## config.mk

```make
export PLATFORM = sky130hd
export DESIGN_NAME = apb4_slave_mem
export DESIGN_NICKNAME = d
export VERILOG_FILES = /design/src/rtl/apb_slave_pkg.sv /design/src/rtl/apb4_mem_bank.sv /design/src/rtl/apb4_slave_mem.sv
export SDC_FILE = /design/constraint.sdc
export NUM_CORES = 2
export LEC_CHECK = 0
export CAP_MARGIN = 25
export CORE_ASPECT_RATIO = 0.8
export CORE_MARGIN = 5
export CORE_UTILIZATION = 48
export CTS_CLUSTER_DIAMETER = 120
export DETAILED_ROUTE_END_ITERATION = 8
export DONT_BUFFER_PORTS = 1
export GPL_ROUTABILITY_DRIVEN = 1
export HOLD_SLACK_MARGIN = 0.06
export PLACE_DENSITY = 0.64
export SYNTH_ARGS = -nofsm -noshare
export SYNTH_HDL_FRONTEND = slang
export SYNTH_HIERARCHICAL = 1
export SYNTH_SLANG_ARGS = --single-unit
```

## constraint.sdc

```tcl
create_clock -name PCLK -period 4.3 [get_ports PCLK]
set_input_delay 1.075 -clock PCLK [delete_from_list [all_inputs] [get_ports PCLK]]
set_output_delay 1.075 -clock PCLK [all_outputs]
set_load 0.02 [all_outputs]
```

## src/rtl/apb_slave_pkg.sv

```systemverilog
// Shared types, default widths and address helper for the APB4 memory completer.
package apb_slave_pkg;

  typedef enum logic [1:0] {
    IDLE,
    SETUP,
    ACCESS
  } apb_state_e;

  localparam int DEFAULT_ADDR_WIDTH  = 8;
  localparam int DEFAULT_DATA_WIDTH  = 32;
  localparam int DEFAULT_MEM_DEPTH   = 64;
  localparam int DEFAULT_WAIT_CYCLES = 2;

  // Byte address to word index; lane_bits is log2 of the bytes per word.
  function automatic logic [31:0] addr_to_index(input logic [31:0] addr, input int lane_bits);
    return addr >> lane_bits;
  endfunction

endpackage

```

## src/rtl/apb4_mem_bank.sv

```systemverilog
// Word-organised memory with per-byte write enables, synchronous write,
// combinational read and asynchronous clear of every word.
module apb4_mem_bank
  import apb_slave_pkg::*;
#(
  parameter int DATA_WIDTH = DEFAULT_DATA_WIDTH,
  parameter int MEM_DEPTH  = DEFAULT_MEM_DEPTH,
  parameter int IDX_WIDTH  = (MEM_DEPTH > 1) ? $clog2(MEM_DEPTH) : 1
) (
  input  logic                    clk,
  input  logic                    rst_n,
  input  logic                    we,
  input  logic [DATA_WIDTH/8-1:0] be,
  input  logic [IDX_WIDTH-1:0]    wr_idx,
  input  logic [DATA_WIDTH-1:0]   wdata,
  input  logic [IDX_WIDTH-1:0]    rd_idx,
  output logic [DATA_WIDTH-1:0]   rd_data
);

  logic [DATA_WIDTH-1:0] mem [MEM_DEPTH];

  always_ff @(posedge clk or negedge rst_n) begin
    if (!rst_n) begin
      for (int i = 0; i < MEM_DEPTH; i++) begin
        mem[i] <= '0;
      end
    end else if (we) begin
      for (int b = 0; b < DATA_WIDTH / 8; b++) begin
        if (be[b]) begin
          mem[wr_idx][b*8 +: 8] <= wdata[b*8 +: 8];
        end
      end
    end
  end

  assign rd_data = mem[rd_idx];

endmodule

```

## src/rtl/apb4_slave_mem.sv

```systemverilog
// APB4 completer in front of apb4_mem_bank, with a fixed wait-state count per access.
// Optional APB4_PPROT_CHECK_EN: unprivileged writes to the upper half of memory fail.
module apb4_slave_mem
  import apb_slave_pkg::*;
#(
  parameter int ADDR_WIDTH  = DEFAULT_ADDR_WIDTH,
  parameter int DATA_WIDTH  = DEFAULT_DATA_WIDTH,
  parameter int MEM_DEPTH   = DEFAULT_MEM_DEPTH,
  parameter int WAIT_CYCLES = DEFAULT_WAIT_CYCLES
) (
  input  logic                    PCLK,
  input  logic                    PRESETn,
  input  logic                    PSEL,
  input  logic                    PENABLE,
  input  logic                    PWRITE,
  input  logic [ADDR_WIDTH-1:0]   PADDR,
  input  logic [DATA_WIDTH-1:0]   PWDATA,
  input  logic [DATA_WIDTH/8-1:0] PSTRB,
  input  logic [2:0]              PPROT,
  output logic [DATA_WIDTH-1:0]   PRDATA,
  output logic                    PREADY,
  output logic                    PSLVERR
);

  localparam int STRB_WIDTH = DATA_WIDTH / 8;
  localparam int LANE_BITS  = $clog2(STRB_WIDTH);
  localparam int IDX_WIDTH  = (MEM_DEPTH > 1) ? $clog2(MEM_DEPTH) : 1;
  localparam logic [ADDR_WIDTH-1:0] LANE_MASK = ADDR_WIDTH'(STRB_WIDTH - 1);
  localparam logic [3:0] WAIT_LAST = 4'(WAIT_CYCLES);

  apb_state_e state, state_next;

  logic [3:0]            wait_cnt;
  logic [IDX_WIDTH-1:0]  idx_q;
  logic                  write_q;
  logic                  err_q;
  logic [DATA_WIDTH-1:0] wdata_q;
  logic [STRB_WIDTH-1:0] strb_q;
  logic [2:0]            prot_q;
  logic [31:0]           word_index;
  logic [IDX_WIDTH-1:0]  live_idx;
  logic                  setup_err;
  logic                  latch;
  logic                  mem_we;
  logic [DATA_WIDTH-1:0] rd_data;
  logic                  unused_prot;

  assign word_index = addr_to_index(32'(PADDR), LANE_BITS);
  assign live_idx   = word_index[IDX_WIDTH-1:0];

`ifdef APB4_PPROT_CHECK_EN
  assign setup_err = (|(PADDR & LANE_MASK)) || (word_index >= 32'(MEM_DEPTH)) ||
                     (PWRITE && !PPROT[0] && (word_index >= 32'(MEM_DEPTH / 2)));
`else
  assign setup_err = (|(PADDR & LANE_MASK)) || (word_index >= 32'(MEM_DEPTH));
`endif

  // The latched protection bits are kept for observability but never steer the datapath.
  assign unused_prot = ^prot_q;

  assign PREADY  = (state == ACCESS) && PSEL && PENABLE && (wait_cnt == WAIT_LAST);
  assign PSLVERR = PREADY && err_q;
  assign latch   = (state_next == SETUP);
  assign mem_we  = PREADY && write_q && !err_q;

  always_ff @(posedge PCLK or negedge PRESETn) begin
    if (!PRESETn) begin
      state <= IDLE;
    end else begin
      state <= state_next;
    end
  end

  always_comb begin
    state_next = state;
    unique case (state)
      IDLE: begin
        if (PSEL && !PENABLE) state_next = SETUP;
      end
      SETUP: begin
        if (!PSEL)        state_next = IDLE;
        else if (PENABLE) state_next = ACCESS;
      end
      ACCESS: begin
        if (!PSEL)       state_next = IDLE;
        else if (PREADY) state_next = (PSEL && !PENABLE) ? SETUP : IDLE;
      end
      default: state_next = IDLE;
    endcase
  end

  // Every edge that lands in SETUP captures a fresh request and restarts the wait count.
  always_ff @(posedge PCLK or negedge PRESETn) begin
    if (!PRESETn) begin
      wait_cnt <= '0;
      idx_q    <= '0;
      write_q  <= 1'b0;
      err_q    <= 1'b0;
      wdata_q  <= '0;
      strb_q   <= '0;
      prot_q   <= '0;
      PRDATA   <= '0;
    end else if (latch) begin
      wait_cnt <= '0;
      idx_q    <= live_idx;
      write_q  <= PWRITE;
      err_q    <= setup_err;
      wdata_q  <= PWDATA;
      strb_q   <= PSTRB;
      prot_q   <= PPROT;
      if (!PWRITE) begin
        PRDATA <= setup_err ? '0 : rd_data;
      end
    end else if ((state == ACCESS) && (wait_cnt < WAIT_LAST)) begin
      wait_cnt <= wait_cnt + 4'd1;
    end
  end

  apb4_mem_bank #(
    .DATA_WIDTH (DATA_WIDTH),
    .MEM_DEPTH  (MEM_DEPTH),
    .IDX_WIDTH  (IDX_WIDTH)
  ) u_mem_bank (
    .clk     (PCLK),
    .rst_n   (PRESETn),
    .we      (mem_we),
    .be      (strb_q),
    .wr_idx  (idx_q),
    .wdata   (wdata_q),
    .rd_idx  (live_idx),
    .rd_data (rd_data)
  );

endmodule
```

# Yosys cells after proc, flatten, opt, wreduce, memory -nomap -nowiden

Index checks and enable logic that the tools add are counted.

Order comparisons: 5
Equal/unequal tests: 4
Bitwise logic cells: 3
Add/subtract/negate cells: 1
Reductions and logical operators: 16
Muxes and demuxes: 32

Operators with widths:

| kind                  | number |
|---|---|
| $mux W2048            | 7 |
| $bwmux W2048          | 4 |
| $demux W32 S6         | 4 |
| $bmux W32 S6          | 1 |
| $mux W32              | 4 |
| $mux W24              | 1 |
| $mux W16              | 1 |
| $ge A7 B7 Y1 const B  | 2 |
| $not A6 Y7            | 2 |
| $mux W2               | 5 |
| $logic_and A1 B1 Y1   | 9 |
| $mux W4               | 2 |
| $mux W8               | 1 |
| $ge A6 B7 Y1 const B  | 1 |
| $lt A7 B1 Y1 const B  | 1 |
| $pmux W2 S3           | 1 |
| $add A4 B1 Y4 const B | 1 |
| $eq A2 B1 Y1 const B  | 2 |
| $eq A4 B2 Y1 const B  | 1 |
| $lt A4 B2 Y1 const B  | 1 |
| $eq A2 B2 Y1 const B  | 1 |
| $logic_not A1 Y1      | 2 |
| $logic_not A2 Y1      | 1 |
| $reduce_and A2 Y1     | 1 |
| 5 further kinds       | 5 |

Bits in registers: 2130
Input port bits: 52
Word-level logic and storage cells: 133
Output and inout bits: 34

# Longest topological paths before layout

Depth in word-level cells: 16
Mapped depth: 12
Depth with buffers taken out: 8

# Modules after synthesis

Netlist, hierarchy kept.

By module, submodules not included:

| module         | cells an instance | area an instance (um^2) | seq. area each (um^2) | times used |
|---|---|---|---|---|
| apb4_mem_bank  | 5988              | 93240.7                 | 51249.2               | 1 |
| apb4_slave_mem | 351               | 3315.7                  | 2052.0                | 1 |

# Least setup slack after synthesis

Ideal clock, no wire load.

Path type: in2reg
From: in PENABLE
To: reg u_mem_bank/mem[656] (netlist name)
Stages on the path: 9
Slack: 0.905 ns
Arrival time: 3.271 ns
Setup time: 0.125 ns
Path buffers: 3
Required time: 4.175 ns
Cells stage by stage: nor4bb_1 and4b_1 and3b_1 buf_2 nand2_1 buf_2 buf_2 nor2_1 mux2_2

Word-level cells in the longest chain between the ends: 4

Ends and longest elaborated chain:

| what                              | line                 | RTL |
|---|---|---|
| from (decl)                       | apb4_slave_mem.sv:14 | `input logic PENABLE,` |
| $logic_and A1 B1 Y1 (2 in series) | apb4_slave_mem.sv:61 | `assign PREADY = (state == ACCESS) && PSEL && PENABLE && (wait_cnt == WAIT_LAST);` |
| via PREADY                        | apb4_slave_mem.sv:21 | `output logic PREADY,` |
| $logic_and A1 B1 Y1 (2 in series) | apb4_slave_mem.sv:64 | `assign mem_we = PREADY && write_q && !err_q;` |
| via mem_we                        | apb4_slave_mem.sv:44 | `logic mem_we;` |
| to (signal, indexed assignment)   | apb4_mem_bank.sv:30  | `mem[wr_idx][b*8 +: 8] <= wdata[b*8 +: 8];` |
| to (decl)                         | apb4_mem_bank.sv:20  | `logic [DATA_WIDTH-1:0] mem [MEM_DEPTH];` |

The timed path passes the listed nets, and every way through them passes these cells.
A chain may end at the register's enable or synchronous reset.

# Worst setup path in the final report

From: in PADDR[2]
To: reg PRDATA[30]

Word-level cells in the longest chain between the ends: 5
Elaborated cells between the ends (all ways): 7
Those cells by class: order compare (1); mux (4); bitwise (1); reduce/logical (1)

Ends and longest elaborated chain:

| what                                         | line                  | RTL |
|---|---|---|
| from (decl)                                  | apb4_slave_mem.sv:16  | `input logic [ADDR_WIDTH-1:0] PADDR,` |
| $not A6 Y7 (implied by the code)             | apb4_mem_bank.sv:36   | `assign rd_data = mem[rd_idx];` |
| $bmux W32 S6                                 | apb4_mem_bank.sv:36   |  |
| $mux W32 (implied by the code) (2 in series) | apb4_mem_bank.sv:36   |  |
| via rd_data[30]                              | apb4_slave_mem.sv:45  | `logic [DATA_WIDTH-1:0] rd_data;` |
| $mux W32                                     | apb4_slave_mem.sv:112 | `PRDATA <= setup_err ? '0 : rd_data;` |
| to (signal assigned)                         | apb4_slave_mem.sv:112 |  |
| to (decl)                                    | apb4_slave_mem.sv:20  | `output logic [DATA_WIDTH-1:0] PRDATA,` |

The timed path passes the listed nets, and every way through them passes these cells. The select of a mux whose other input is x is not followed.

==> key figures <==
Run status
  • Status: complete, but fails checks
  • Failing checks: max-slew violations

STA
  • Worst rel slew slack: -0.3920
  • Maximum clock rate: 260.5 MHz
  • Setup ws final: 0.4615 ns
  • Clk_skew: 0.04638 ns
  • Unrepaired setup endpoints after global routing: false
  • Setup TNS: 0 ns
  • Min cycle time layout: 3.838 ns
  • Final Max Slew Viols: 393
  • Tcrit/Tclk final: 0.8927
  • Hold Vio Cnt, Final: 0
  • Worst-margin pin slew: 2.088 ns
  • Setup violators final: 0

GRT
  • Remaining global-route overflow: 0
  • Largest net degree at the start of global routing: 506
  • First-pass GRT wire length: 409400 microns
  • Antenna violations before repair: 9
  • Global-route total usage across every layer: 0.2632
  • Vias in the first global route: 57910

Logic synthesis
  • Top-count cell post-synth: dfrtp_1
  • Ranking of synthesized cells by area: dfrtp_1 55%, mux2_2 24%, mux4_2 11%
  • Synth area leader: dfrtp_1
  • Synthesized Nets: 6393
  • Synthesized flop and latch total: 2130
  • Number of synthesized flops with an enable pin: 0
  • Distinct cells, synth: 60
  • Synth Area per Inst: 15.23 sq um
  • Synth warnings: 6
  • Gate Count Post-Synth: 6339
  • Post-synth top flop: dfrtp_1
  • Asr flop ratio synth: 1.000
  • Mapped Area: 96560 sq um
  • Area share of the largest cell type after synthesis: 0.5520
  • Sequential share of the synthesized area: 0.5520
  • Most frequent cells after synthesis: 2130 x dfrtp_1, 2024 x mux2_2, 490 x mux4_2

Route
  • DRC violations left: 0
  • Via Count: 56600
  • WL final: 277700 microns
  • Drt via density: 6.196
  • Routed len/inst: 30.40 microns
  • Post-route ant nets: 0
  • Initial drt markers: 5474
  • First drt pass iteration count: 7

Die
  • Initial Util: 0.4821
  • Chip Height: 411.2 microns
  • Die ar.: 210300 sq um
  • I/O pin cnt: 86
  • Die Wd: 511.4 microns
  • CORE AREA: 200300 sq um
  • Site Rows: 147

Clocking
  • H-tree depth: 4
  • Root buf cell: clkbuf_16
  • Clock sink count: 2130
  • CTS tree: built
  • Worst skew pair latency: 0.86 ns
  • Clock buffer depth: 3
  • Clk pin slew, worst setup/hold paths: 0.06 ns
  • Post-CTS Setup Inserts: 0
  • Number of clock buffers inserted by TritonCTS: 206

Placed design
  • Post-DP HPWL: 169800 microns
  • Placed Area: 99500 sq um
  • I/O Buffers: 0
  • Setup slack after placement: -2.062 ns
  • RePlAce Congestion: 0.8389

Worst setup path
  • R2R Path End: u_mem_bank/mem[929]
  • FF-to-FF path depth: 10
  • R2r setup slk: 0.84 ns
  • Nature of the critical path endpoint: flop
  • Critical Path Start Type: input pin
  • R2R Path Start: wait_cnt[0]
  • Worst Setup Path Type: input pin to flop
  • Crit-path max FO: 505
  • WP data arrival: 4.56 ns
  • CP endpoint: PRDATA[30]
  • CP startpoint: PADDR[2]
  • Worst endpoint required time: 5.02 ns

Min path
  • Hold/Removal Path Class: input pin to asynchronous set/reset pin

Layout
  • Non-Filler Cell Area, Final: 106600 sq um
  • Nets: 6324
  • Area Overhead vs Synth: 10.40%
  • Share of layout cells above drive strength 1: 0.5040

Power and ir drop
  • Leakage: 50.62 nW
  • Pwr Density: 386.0 nW/um^2
  • Max VDD drop: 0.4333 mV

Run
  • MaxCap Viol Count: 0
[stage by stage]
step                cells  power (W)  utilization  hold WS (ns)
floorplan            6339    0.02203            -        0.4403
finish               9136    0.04115       0.5322        0.2649
global route         9125    0.04249       0.5321        0.2854
detailed placement   8732    0.02313       0.4968        0.4756
CTS                  9114    0.04148       0.5312        0.2687
global placement     8725    0.02304       0.4961        0.4678
[cell usage in the layout, fill, tap and decap left out, drive strengths merged, types with 9 or more instances in the layout]
cell	n
nor2	225
mux2i	74
mux4	490
o221ai	37
mux2	2052
dfrtp	2130
and3	26
and2	12
nand3	59
a22oi	56
buf	188
nand2	392
diode	14
a211oi	17
bufinv	9
nand2b	9
nor3	17
clkbuf	334
nand4	56
clkinv	28
o21ai	50
o22ai	77
inv	13
nor2b	20
[sequential cells by signal (all words and copies together), names as in the netlist]
| name | count |
|---|---|
| u_mem_bank/mem | 2048 |
| write_q | 1 |
| strb_q | 4 |
| err_q | 1 |
| wait_cnt | 4 |
| state | 2 |
| wdata_q | 32 |
| idx_q | 6 |
| PRDATA | 32 |
[worst min-delay path by stage]
stage                     endpoint   startpoint  depth (start not counted)
2_1_floorplan             idx_q[1]     idx_q[1]                          2
3_3_place_gp               write_q      write_q                          1
3_5_place_dp           wdata_q[24]  wdata_q[24]                          2
4_1_cts                wdata_q[30]   PWDATA[30]                          2
5_1_grt                wdata_q[23]   PWDATA[23]                          2
6_report       u_mem_bank/mem[224]      PRESETn                          1
[cell families (layout without fill, tap and decap cells)]
group / count (synthesis) / after routing / synth area share
simple gates: 846 / 846 / 0.04231
buf+inv: 475 / 576 / 0.02392
fa+ha+maj: 2 / 2 / 0.0002591
flops: 2130 / 2130 / 0.5520
mux: 2616 / 2616 / 0.3613
compound gates: 270 / 270 / 0.02021
other cells: 0 / 14 / 0
[critical path, stage by stage]
cell	delay [ns]
mux4_2	0.99
nor2b_1	0.19
a211oi_1	0.72
o22ai_1	0.35
and3_1	0.25
nand2_1	0.16
o21ai_2	0.07
[power by group]
| group | switching, W | internal, W |
|---|---|---|
| clock network | 0.00787 | 0.0104 |
| logic | 0.00189 | 0.000581 |
| registers | 0.000227 | 0.0201 |
| total | 0.00999 | 0.0312 |
[per-layer routing]
layer  part of all wire  routed length [microns]  up-vias  track usage
met5            0.00066                      183        -     0.005479
met4              0.039                    10780        8      0.09026
met3              0.083                    23150      475      0.07332
met2               0.43                   119100     1739       0.3740
met1               0.45                   124500    30980       0.3896
li1                   -                        -    23400            -
[layout make-up]
type / instances / area [sq um]
fillers: 16190 / 93690
flip-flops and latches: 2130 / 53340
multi-input cells: 3734 / 41030
clock buffers: 332 / 6233
well taps: 2682 / 3356
repair buffers: 193 / 2027
clock inverters: 46 / 558.0
diodes: 14 / 35.03
inverters: 5 / 18.77
[what timing repair did]
action	CTS	global route
hold buffers	1	0
gates cloned	3	2
resized for setup	0	1
endpoints found under the setup margin	274	465
endpoints found under the hold margin	23	0
Power figures use the tool's default switching activity.
